--- src/rtl/pipe_reg_chain.sv ---
// pipe_reg_chain: elastic pipeline register with DEPTH stages.
// Each stage has its own valid bit. A stage is ready when it is empty or when
// every stage downstream of it can advance. This lets gaps ("bubbles") close
// while the output is stalled. flush kills every stage's contents on the next
// edge and blocks both handshakes in that same cycle.
module pipe_reg_chain #(
  parameter int WIDTH = 32,
  parameter int DEPTH = 1,
  parameter int CW    = $clog2(DEPTH + 1)
) (
  input  logic             clk,
  input  logic             rst_n,
  input  logic             flush,
  input  logic             in_valid,
  output logic             in_ready,
  input  logic [WIDTH-1:0] in_data,
  output logic             out_valid,
  input  logic             out_ready,
  output logic [WIDTH-1:0] out_data,
  output logic [CW-1:0]    occupancy
);

  // Handshake: a word moves across a port on a rising edge only when that
  // port's valid and ready are both high. The producer holds valid and data
  // steady until the transfer happens. Ready may depend on the other side's
  // ready, but never on this side's valid.

  logic [DEPTH-1:0]            valid_q, valid_d;
  logic [DEPTH-1:0][WIDTH-1:0] data_q, data_d;
  logic [CW-1:0]               occ_q, occ_d;
  logic [DEPTH-1:0]            rdy;
  logic                        in_fire, out_fire;

  // Stage k is ready when some stage at or after k is empty, or the sink takes a word
  always_comb begin : ready_chain
    logic gap;
    gap = 1'b0;
    rdy = '0;
    for (int k = DEPTH - 1; k >= 0; k--) begin
      gap    = gap | ~valid_q[k];
      rdy[k] = gap | out_ready;
    end
  end

  assign in_ready  = rdy[0] & ~flush;
  assign out_valid = valid_q[DEPTH-1] & ~flush;
  assign out_data  = data_q[DEPTH-1];
  assign occupancy = occ_q;

  assign in_fire  = in_valid & in_ready;
  assign out_fire = out_valid & out_ready;

  // Next state of each stage: ready stages shift in from upstream, stalled stages hold
  always_comb begin
    valid_d = valid_q;
    data_d  = data_q;
    if (rdy[0]) begin
      valid_d[0] = in_valid;
      data_d[0]  = in_data;
    end
    for (int k = 1; k < DEPTH; k++) begin
      if (rdy[k]) begin
        valid_d[k] = valid_q[k-1];
        data_d[k]  = data_q[k-1];
      end
    end
    // Data contents are don't-care after a flush; only the valid bits matter.
    if (flush) begin
      valid_d = '0;
    end
  end

  // Occupancy tracks the two transfers; a simultaneous push and pop cancel out
  always_comb begin
    occ_d = occ_q;
    if (flush) begin
      occ_d = '0;
    end else if (in_fire && !out_fire) begin
      occ_d = occ_q + CW'(1);
    end else if (!in_fire && out_fire) begin
      occ_d = occ_q - CW'(1);
    end
  end

  // State registers; the asynchronous reset empties the chain immediately
  always_ff @(posedge clk or negedge rst_n) begin
    if (!rst_n) begin
      valid_q <= '0;
      data_q  <= '0;
      occ_q   <= '0;
    end else begin
      valid_q <= valid_d;
      data_q  <= data_d;
      occ_q   <= occ_d;
    end
  end

endmodule

--- config.mk ---
export PLATFORM = sky130hd
export DESIGN_NAME = pipe_reg_chain
export DESIGN_NICKNAME = d
export VERILOG_FILES = /design/src/rtl/pipe_reg_chain.sv
export SDC_FILE = /design/constraint.sdc
export NUM_CORES = 1
export LEC_CHECK = 0
export ABC_AREA = 1
export CAP_MARGIN = 30
export CORE_UTILIZATION = 35
export DETAILED_ROUTE_END_ITERATION = 10
export PLACE_DENSITY_LB_ADDON = 0.3
export SLEW_MARGIN = 20
export SYNTH_ARGS = -nofsm -noshare
export SYNTH_HDL_FRONTEND = slang
export SYNTH_SLANG_ARGS = --single-unit
--- constraint.sdc ---
create_clock -name clk -period 1 [get_ports clk]
set_input_delay 0.1 -clock clk [delete_from_list [all_inputs] [get_ports clk]]
set_output_delay 0.1 -clock clk [all_outputs]
set_load 0.03 [all_outputs]
==> metrics.txt <==
max-slew violation count 0; PortBufs 71; Iter 0 DRT Violations 42; DRC violations left 0; largest family of logic cells by synthesized area simple AND/OR/NAND/NOR gates; Max-cap violations 0; Final ANT Viol Nets 0; clock-pin transition on the worst setup and hold timing paths 0.07 ns; Placed Area 2090 sq um; Finished Cell Area 2510 sq um; CP startpoint valid_q$_DFFE_PN0P_; drt total wl 3890 microns; crit path max fanout 2; Seq cells post-synth 34; overall routing resource usage 17.8%; Final HPWL DP 2170 microns; area of the multi-input gates 460 sq um; RSZ-0062 raised after global routing yes; Net Sw Power 1.04 mW; sequence of cells on the critical path inv_2 -> nor2_4 -> buf_6 -> nor2_4 -> buf_6; Sw Share about 30%; total core area 3720 sq um; synthesized area 1370 sq um; internal cell power 2.49 mW; Post-Synth XOR/XNOR Area 0%; Worst slew margin 80.5%; Tot Pwr 3.54 mW; Max VDD drop between 0.9 and 1 mV; Initial Utilization approximately 37%; clock share of power 29.6%; Vias between 1000 and 1500; initial antenna violation count 0; Tcrit/Tclk final 122%; CP arrival 1.12 ns; final std cells w/o fill 302; setup ws final -0.223 ns; CP max stage cell dfrtp_1; area share of the largest cell type after synthesis 62.2%; Layout Nets 290; register area between 800 and 900 sq um; CP Launch Type register; Fillers roughly 300; crit path kind register to output port; final hold violations 0; leakage ~1.3 nW; Slew @ Worst Pin 0.291 ns; CTS tree done; # IOs between 70 and 80; clk root buf clkbuf_8; Synth Area in Simple Gates 30.8%; vias in the first global route between 1000 and 1500; pre-CTS WS -0.277 ns; sequential share of power a little over two fifths; grt total ovfl 0; Final min period 1.22 ns; FMAX 817 MHz; Area Overhead vs Synth 83.1%; slowest cell delay on critical path between 0.3 and 0.4 ns; TritonCTS buffer count 5; failing checks setup timing; clk buf depth 2; crit end category output port; largest net degree at the start of global routing 35; chip height 64.5 microns; status finished, violations left; Synth Area in Compound Gates 0.731%; synth warn 0; P per Cell Area approximately 1400 nW/um^2; syn_nets 192; syn_area_per_cell 8.83 sq um; part of the power in combinational logic 26.6%; die width between 60 and 70 microns; HP Class input pin to asynchronous set/reset pin; Routed WL per cell 12.9 microns; most frequent cells in the layout nand2_1, buf_4, clkdlybuf4s50_1; R2R Path Start valid_q$_DFFE_PN0P_; worst-skew pair later-pin latency 0.28 ns; Antenna Cells 0; die area around 4200 sq um; Sink Count 34; Final Setup Violations 36; Clock Skews around 0.0032 ns; commonest non-fill, non-tap cell in the layout nand2_1; Synth Instances 155; FP Rows 22; mux share of post-synthesis cell area 0%; Yosys top cell by area dfrtp_1; placed insts 277; Finished Core Util 67.4%; Synth area leaders dfrtp_1, nand2_1, buf_6; worst endpoint required time 0.90 ns; gpl congestion 0.725; First-pass DRT Iterations 4; H-tree levels 2; synth unique cells 12; Vias/cell 4.38; first-pass GRT wire length 5510 microns; post-synthesis sequential area ratio between 60% and 70%; Adder-Cell Fraction of Synth Area 0%; layout cells sized above 1 30.3%
## power by group through the flow
stage | combinational (mW) | sequential, mW | clock, mW
5_1_grt | 1.01 | 1.56 | 1.16
4_1_cts | 0.889 | 1.55 | 1.07
6_report | 0.941 | 1.55 | 1.05
3_3_place_gp | 0.796 | 1.57 | 0
2_1_floorplan | 0.175 | 1.79 | 0
3_5_place_dp | 0.808 | 1.57 | 0
## registers in the layout, summed over array words and instances, names as in the netlist
register	flops
out_data	32
occupancy	1
valid_q	1
## cell type report
type / count / area share [%]
Timing Repair Buffer: 97 / 40.7
Clock buffer: 6 / 3.30
Inverter: 5 / 0.749
Multi-Input combinational cell: 110 / 18.4
Clock inverter: 2 / 0.499
Sequential cell: 34 / 33.9
Tap cell: 48 / 2.40
## kinds of logic (layout without fill, tap and decap cells)
family,after synthesis,in the layout
flip-flops,34,34
buffers and inverters,11,110
AO/OA/AOI/OAI,2,2
AND/OR/NAND/NOR,108,108
## critical path, delay by kind of cell, from the launching register on
family	cells	cell delay [ns]
buffers and inverters	3	0.33
DFF	1	0.39
and+or+nand+nor	2	0.11
## path summary, 6_finish.rpt
path / depth (start not counted) / endpoint / slack, ns
setup / recovery: 5 / in_ready / -0.22
hold / removal: 3 / out_data[26]$_DFFE_PN0P_ / 0.29
setup reg to reg: 7 / out_data[5]$_DFFE_PN0P_ / -0.17
hold reg to reg: 2 / out_data[24]$_DFFE_PN0P_ / 0.47
max in group asynchronous: 3 / out_data[24]$_DFFE_PN0P_ / 0.53
min in group clk: 3 / out_data[8]$_DFFE_PN0P_ / 0.35
## cell usage after synthesis
| master | count |
|---|---|
| a21oi_1 | 2 |
| buf_6 | 6 |
| inv_1 | 3 |
| nor2_1 | 2 |
| nor3_1 | 1 |
| inv_2 | 2 |
| nor2_4 | 1 |
| dfrtp_1 | 34 |
| nand4_1 | 1 |
| nand2_2 | 1 |
| nand3_1 | 2 |
| nand2_1 | 100 |
## through the flow
| stage | setup TNS (ns) | hold slack, ns |
|---|---|---|
| CTS | -3.32 | 0.300 |
| global route | -6.97 | 0.320 |
| floorplan | 0 | -0.196 |
| global placement | -7.14 | 0.0737 |
| detailed placement | -7.94 | 0.0710 |
| finish | -5.11 | 0.292 |
## timing repair
action	4_1_cts	5_1_grt
hold endpoints to repair	34	0
gates cloned	3	4
buffers inserted	6	3
hold buffers	1	0
gates resized for setup	12	8
endpoints found under the setup margin	33	36
pin swaps	2	2
## per-layer routing
layer	global-route usage, %	wire, microns
met2	28.2	1990
met5	0	0
met3	5.81	262
met4	6.67	39
met1	22.6	1600
No activity file was read; power rests on OpenSTA's default activity.
